$ cat src/rtl/muscle_ctx_scheduler.sv
// Time-multiplexes one shared muscle float datapath across N_CH channel contexts.
// Optional MUSCLE_FORCE_CLAMP_EN: negative integrated force is stored as +0.
module muscle_ctx_scheduler #(
  parameter int N_CH   = 4,
  parameter int CH_W   = 2,
  parameter int SETTLE = 3
) (
  input  logic                 clk,
  input  logic                 reset,
  input  logic                 i_tick,
  input  logic                 i_clr_overrun,
  input  logic [32*N_CH-1:0]   i_spike_cnt_flat,
  input  logic [32*N_CH-1:0]   i_pos_flat,
  input  logic [32*N_CH-1:0]   i_vel_flat,
  output logic [CH_W-1:0]      o_dp_ch,
  output logic [31:0]          o_dp_spike_cnt,
  output logic [31:0]          o_dp_pos,
  output logic [31:0]          o_dp_vel,
  output logic [31:0]          o_dp_spikes_i1,
  output logic [31:0]          o_dp_spikes_i2,
  output logic [31:0]          o_dp_h_i1,
  output logic [31:0]          o_dp_h_i2,
  output logic [31:0]          o_dp_T_i,
  input  logic [31:0]          i_dp_fp_spike,
  input  logic [31:0]          i_dp_h_i,
  input  logic [31:0]          i_dp_T_next,
  output logic [32*N_CH-1:0]   o_force_flat,
  output logic                 o_busy,
  output logic                 o_done,
  output logic                 o_overrun
);

  localparam logic [1:0] S_IDLE    = 2'd0;
  localparam logic [1:0] S_SETUP   = 2'd1;
  localparam logic [1:0] S_CAPTURE = 2'd2;
  localparam logic [1:0] S_DONE    = 2'd3;

  localparam int CNT_W = (SETTLE < 2) ? 1 : $clog2(SETTLE);
  localparam logic [CNT_W-1:0] CNT_LAST = CNT_W'(SETTLE - 1);
  localparam logic [CH_W-1:0]  CH_LAST  = CH_W'(N_CH - 1);

  logic [1:0]       r_state;
  logic [CH_W-1:0]  r_ch;
  logic [CNT_W-1:0] r_cnt;
  logic             r_overrun;

  logic [31:0] r_spk [N_CH];
  logic [31:0] r_pos [N_CH];
  logic [31:0] r_vel [N_CH];
  logic [31:0] r_sp1 [N_CH];
  logic [31:0] r_sp2 [N_CH];
  logic [31:0] r_h1  [N_CH];
  logic [31:0] r_h2  [N_CH];
  logic [31:0] r_t   [N_CH];

  logic [31:0] w_t_wr;

  always_comb begin
    w_t_wr = i_dp_T_next;
`ifdef MUSCLE_FORCE_CLAMP_EN
    if (i_dp_T_next[31]) w_t_wr = 32'h0000_0000;
`else
`endif
  end

  always_ff @(posedge clk or posedge reset) begin
    if (reset) begin
      r_state <= S_IDLE;
      r_ch    <= '0;
      r_cnt   <= '0;
      for (int c = 0; c < N_CH; c++) begin
        r_spk[c] <= '0;
        r_pos[c] <= '0;
        r_vel[c] <= '0;
        r_sp1[c] <= '0;
        r_sp2[c] <= '0;
        r_h1[c]  <= '0;
        r_h2[c]  <= '0;
        r_t[c]   <= '0;
      end
    end else begin
      case (r_state)
        S_IDLE: begin
          if (i_tick) begin
            // Inputs are frozen for the whole sweep.
            for (int c = 0; c < N_CH; c++) begin
              r_spk[c] <= i_spike_cnt_flat[32*c +: 32];
              r_pos[c] <= i_pos_flat[32*c +: 32];
              r_vel[c] <= i_vel_flat[32*c +: 32];
            end
            r_ch    <= '0;
            r_cnt   <= '0;
            r_state <= S_SETUP;
          end
        end
        S_SETUP: begin
          if (r_cnt == CNT_LAST) r_state <= S_CAPTURE;
          else                   r_cnt   <= r_cnt + CNT_W'(1);
        end
        S_CAPTURE: begin
          r_sp2[r_ch] <= r_sp1[r_ch];
          r_sp1[r_ch] <= i_dp_fp_spike;
          r_h2[r_ch]  <= r_h1[r_ch];
          r_h1[r_ch]  <= i_dp_h_i;
          r_t[r_ch]   <= w_t_wr;
          if (r_ch == CH_LAST) begin
            r_state <= S_DONE;
          end else begin
            r_ch    <= r_ch + CH_W'(1);
            r_cnt   <= '0;
            r_state <= S_SETUP;
          end
        end
        S_DONE:  r_state <= S_IDLE;
        default: r_state <= S_IDLE;
      endcase
    end
  end

  // A tick while busy is dropped but flagged; set beats a same-cycle clear.
  always_ff @(posedge clk or posedge reset) begin
    if (reset)                             r_overrun <= 1'b0;
    else if (i_tick && r_state != S_IDLE) r_overrun <= 1'b1;
    else if (i_clr_overrun)                r_overrun <= 1'b0;
  end

  assign o_dp_ch        = r_ch;
  assign o_dp_spike_cnt = r_spk[r_ch];
  assign o_dp_pos       = r_pos[r_ch];
  assign o_dp_vel       = r_vel[r_ch];
  assign o_dp_spikes_i1 = r_sp1[r_ch];
  assign o_dp_spikes_i2 = r_sp2[r_ch];
  assign o_dp_h_i1      = r_h1[r_ch];
  assign o_dp_h_i2      = r_h2[r_ch];
  assign o_dp_T_i       = r_t[r_ch];

  for (genvar g = 0; g < N_CH; g++) begin : g_force
    assign o_force_flat[32*g +: 32] = r_t[g];
  end

  assign o_busy    = (r_state != S_IDLE);
  assign o_done    = (r_state == S_DONE);
  assign o_overrun = r_overrun;

endmodule
$ cat config.mk
export PLATFORM = sky130hd
export DESIGN_NAME = muscle_ctx_scheduler
export DESIGN_NICKNAME = d
export VERILOG_FILES = /design/src/rtl/muscle_ctx_scheduler.sv
export SDC_FILE = /design/constraint.sdc
export NUM_CORES = 2
export LEC_CHECK = 0
export CAP_MARGIN = 20
export CORE_AREA = 2 2 345 347
export CTS_CLUSTER_DIAMETER = 100
export CTS_CLUSTER_SIZE = 24
export DETAILED_ROUTE_END_ITERATION = 8
export DIE_AREA = 0 0 347 349
export PLACE_DENSITY_LB_ADDON = 0.12
export SYNTH_ARGS = -nofsm -noshare
export SYNTH_HDL_FRONTEND = slang
export SYNTH_SLANG_ARGS = --single-unit
$ cat constraint.sdc
create_clock -name clk -period 37.2 [get_ports clk]
set_input_delay 7.44 -clock clk [delete_from_list [all_inputs] [get_ports clk]]
set_output_delay 7.44 -clock clk [all_outputs]
set_load 0.005 [all_outputs]
# After elaboration in Yosys (flattened, before gate mapping)
# Index checks and enable logic that the tools add are counted.
# totals
regBits	1031
inputBits	484
output_inout_bits	389
# classes
n_addsub	2
n_lt_le_gt_ge	2
n_eq_ne	9
n_mux	43
bitwise_logic	1
n_reduce_logical	11
# ops
cell	n
bitwise mux 128 bit	5
two-way mux 32 bit	17
binary-select mux 32 bit (select 2 bit)	8
demux 32 bit (select 2 bit)	1
two-way mux 2 bit	7
== test 2 bit, second input constant	4
!= test 2 bit, second input constant	4
case mux 2 bit (4 select lines)	1
case mux 2 bit (3 select lines)	1
nonzero test 2 bit	3
adder 2 x 1 -> 2 bit, second input constant	2
case mux 2 bit (2 select lines)	1
AND reduction 2 bit	2
AND reduction 4 bit	1
greater-or-equal comparator 3 bit, second input constant	1
less-than comparator 3 x 1 -> 1 bit, second input constant	1
inverter 2 -> 3 bit	1
AND reduction 3 bit	1
nonzero test 3 bit	1
== test 2 x 1 -> 1 bit, second input constant	1
logical AND 1 bit	2
zero test 2 bit	1
two-way mux 1 bit	2

# Logic depth before layout (Yosys ltp)
# logic_depth
ltp_word	6
depth_mapped	11
depth_no_buf	5

# Worst setup path after synthesis
# OpenSTA, ideal clock, no wires.
# synth_path
kind	register to output
from	reg r_ch[0] (netlist: o_dp_ch[0])
to	out o_dp_spike_cnt[10]
arrival_time_ns	1.587
required_time_ns	29.760
path_slack_ns	28.173
stages_incl_launch_ff	5
n_path_buf	3
cell_sequence	dfrtp_1 buf_2 buf_4 buf_4 mux4_2
# synth_between
elab_chain_len	4
# synth_lines
element	line	text
from (decl)	43	logic [CH_W-1:0] r_ch;
from (signal assigned)	109	r_ch <= r_ch + CH_W'(1);
inverter 2 -> 3 bit (implied by the code)	128	assign o_dp_spike_cnt = r_spk[r_ch];
binary-select mux 32 bit (select 2 bit)	128	
two-way mux 32 bit (implied by the code) (2 in a row)	128	
to (decl)	16	output logic [31:0] o_dp_spike_cnt,
# Every way passes these cells. The select of a mux whose other input is x is not followed.

# Worst setup path in the final report
# layout_path
from	reg r_ch[1] (netlist: o_dp_ch[1])
to	out o_dp_spikes_i1[26]
# layout_between
elab_chain_len	4
# layout_lines
element	line	text
inverter 2 -> 3 bit (implied by the code)	131	assign o_dp_spikes_i1 = r_sp1[r_ch];
binary-select mux 32 bit (select 2 bit)	131	
two-way mux 32 bit (implied by the code) (2 in a row)	131	
to (decl)	19	output logic [31:0] o_dp_spikes_i1,
# Every way passes these cells. The select of a mux whose other input is x is not followed.

==> flow_summary_export.csv <==
group,metric,value,unit
setup_path,path_class,"reg2out",
layout,drive_gt1_share,20.7,%
min_path,hp-class,"reg2reg",
layout,syn2layout_area_growth,23.9,%
cts,cts.clk_slew.worst_paths,100,ps
yosys,synth.net_count,3605,
sta,fin_crit_sh,34.6,%
cts,clock_latency,670,ps
yosys,synth_compound_area_share,6.30,%
yosys,netlist_instances,3116,
yosys,synth_fa_ha_area_share,0.134,%
cts,cts_max_level,2,
sta,tns,0,ps
yosys,synth_cell_types,33,
setup_path,worstSetupStartpointType,"register",
sta,period_minus_slack,12870,ps
cts,hold_buffers,0,
layout,stdcell_count,5397,
route,drt-total-wl,153000,um
setup_path,cp.arrival,5430,ps
setup_path,crit_required,29760,ps
yosys,synth_warnings,0,
global_route,grt_pass1_wl,222000,um
placed_design,placed_cells,5325,
cts,cts_buffers,49,
route,drtIter0Drc,3235,
yosys,synth-xor-area-share,0,%
power_and_ir_drop,ir_drop,0.0000551,V
setup_path,rrSetupSlack,32700,ps
sta,setup_viol,0,
yosys,syn_area_per_cell,15.0,um^2
outcome,outcome,"complete, no violations",
yosys,synth_top_family_by_area,"multiplexers",
route,drc,0,
cts,clockBufferDepth,3,
yosys,ys_seq_area_share,55.2,%
placed_design,hpwlAfterDp,103000,um
sta,rsz0062_at_grt,"no",
floorplanning,initial_core_util,39.8,%
global_route,antenna_found_initial,27,
power_and_ir_drop,switching_power,1.59,mW
cts,cts-root-buf,"clkbuf_16",
sta,finalClockSkew,21.8,ps
route,via_count,30388,
floorplanning,dieArea,121000,um^2
layout,fin_nets,4329,
floorplanning,coreArea,117000,um^2
power_and_ir_drop,seq_power_share,39.3,%
setup_path,endpoint_kind,"output port",
route,wire_per_inst,28.3,um
global_route,grt_max_degree,154,
sta,hold_viol,0,
yosys,syn_area,46800,um^2
sta,relSlewSlack,23.4,%
sta,tightest_slew,1150,ps
placed_design,gp_congestion,0.853,
power_and_ir_drop,leakagePower,24.7,nW
floorplanning,io_pins,873,
sta,fmax,77.7,MHz
route,vias_per_cell,5.63,
yosys,synth-simple-area-share,1.49,%
global_route,overflow,0,
floorplanning,die_h,349,um
cts,cts_setup_buffers,0,
run,max_cap_viol_count,0,
floorplanning,rows,126,
power_and_ir_drop,p_clk_share,13.4,%
power_and_ir_drop,power.internal,3.12,mW
yosys,async_flop_share,100,%
layout,utilization,49.3,%
cts,post_cts_resized,0,
floorplanning,die_x,347,um
power_and_ir_drop,pwr-share-comb,47.4,%
power_and_ir_drop,power.total,4.71,mW
route,antenna_left,0,
power_and_ir_drop,pwr_density_cell,81.3,nW/um^2
yosys,muxShareOfSynthArea,32.3,%
setup_path,cp_max_fo,63,
cts,cts_tree,"built",
sta,slew_violations,0,
route,dr.pass1.iters,8,
power_and_ir_drop,swShare,33.8,%
yosys,ys_ff_latch,1031,
yosys,synth-edff-count,0,
global_route,grtUsageTotal,24.6,%
global_route,grt_pass1_vias,31075,
cts,cts_sinks,1031,
yosys,synth_ff_type,"dfrtp_1",
placed_design,portBuffers,872,
## critical path: stages (launching register included)
cell and delay [ps]:
dfrtp_4 920, buf_4 770, buf_4 880, buf_4 740, mux2_2 350, nor2_1 60
a21oi_1 280, clkdlybuf4s50_1 570
## Yosys cell counts (2+ instances only)
cell         n  area share [%]
dfrtp_1   1031              55
buf_4       54            0.87
and4b_1      3           0.064
nor4b_1      2           0.037
inv_1      198             1.6
mux2_2     478              12
nor4bb_1     4           0.086
nand3b_1     2           0.032
nand3b_4     3            0.13
nor2_1     129             1.0
clkbuf_1    19            0.15
a221o_1     64             1.4
buf_2      159             1.7
a21oi_1     64            0.68
mux2_4       5            0.16
mux2i_1     64             1.4
a222oi_1   192             4.1
buf_1        5           0.040
mux4_2     192             9.2
buf_6       13            0.31
ha_1         5            0.13
and2_1       2           0.027
a21o_1       2           0.032
mux2_1     414              10
a22o_1       4           0.075
## flip-flops by register name, summed over array words and instances (netlist names), 128 cells and up
| name | count |
|---|---|
| r_vel | 128 |
| r_spk | 128 |
| o_force_flat | 128 |
| r_pos | 128 |
| r_h1 | 128 |
| r_sp2 | 128 |
| r_sp1 | 128 |
| r_h2 | 128 |
## layout make-up
class                           count  area (um^2)
Antenna cell                       13         32.5
Clock buffer                       54         1310
Clock inverter                      5         62.6
Fill cell                       10208        59500
Inverter                          198          751
Multi-Input combinational cell   1637        18900
Sequential cell                  1031        25800
Tap cell                         1536         1920
Timing Repair Buffer              923         9180
## through the flow
step / cell area [um^2] / hold WS (ps) / setup WS [ps]
2_1_floorplan: 46800 / 452 / 745
3_3_place_gp: 56500 / 462 / 24980
3_5_place_dp: 56500 / 469 / 24980
4_1_cts: 57900 / 492 / 24210
5_1_grt: 57900 / 505 / 24010
6_report: 57900 / 489 / 24330
## metal layers
metal	track usage (%)	wire length (um)	vias up
met1	32.0	62400	16022
met3	7.57	13000	171
met5	0	173	-
met4	6.45	3800	26
met2	40.0	73300	1017
li1	-	-	13152
## power groups by stage
stage	Sequential, mW	Combinational (mW)	Clock (mW)
after floorplan	1.77	1.25	0
after global placement	1.86	2.23	0
after detailed placement	1.87	2.25	0
after CTS	1.84	2.26	0.655
after global routing	1.91	2.38	0.692
final	1.85	2.23	0.630
## cell families after synthesis
logic type | count (synthesis)
AOI/OAI and AO/OA | 328
adders and majority gates | 5
buffers and inverters | 448
DFF | 1031
muxes | 1153
and+or+nand+nor | 151
## placed cells by master, fill, tap and decap left out, types with 3 or more instances in the layout
master	Yosys	final
dfrtp_1	1031	1029
clkdlybuf4s50_1	0	872
mux2_2	478	478
mux2_1	414	414
inv_1	198	197
a222oi_1	192	192
mux4_2	192	192
nor2_1	129	129
mux2i_1	64	64
a21oi_1	64	64
a221o_1	64	64
clkbuf_16	0	51
buf_4	54	46
diode_2	0	13
mux2_4	5	5
ha_1	5	5
nor4bb_4	0	4
a22o_1	4	4
buf_12	0	4
and4b_4	0	3
nand3b_4	3	3
## path summary, 6_finish.rpt
path                       depth (start not counted)                      to              startpoint
setup / recovery                                   7      o_dp_spikes_i1[26]  o_dp_ch[1]$_DFFE_PP0P_
hold / removal                                     1   r_spk[28]$_DFFE_PP0P_   r_spk[28]$_DFFE_PP0P_
setup reg to reg                                   6    r_vel[3]$_DFFE_PP0P_  r_state[1]$_DFFE_PP0P_
hold reg to reg                                    1   r_spk[28]$_DFFE_PP0P_   r_spk[28]$_DFFE_PP0P_
max in group asynchronous                          6   r_spk[34]$_DFFE_PP0P_                   reset
min in group asynchronous                          2  r_sp1[109]$_DFFE_PP0P_                   reset
(Power assumes the default switching activity.)
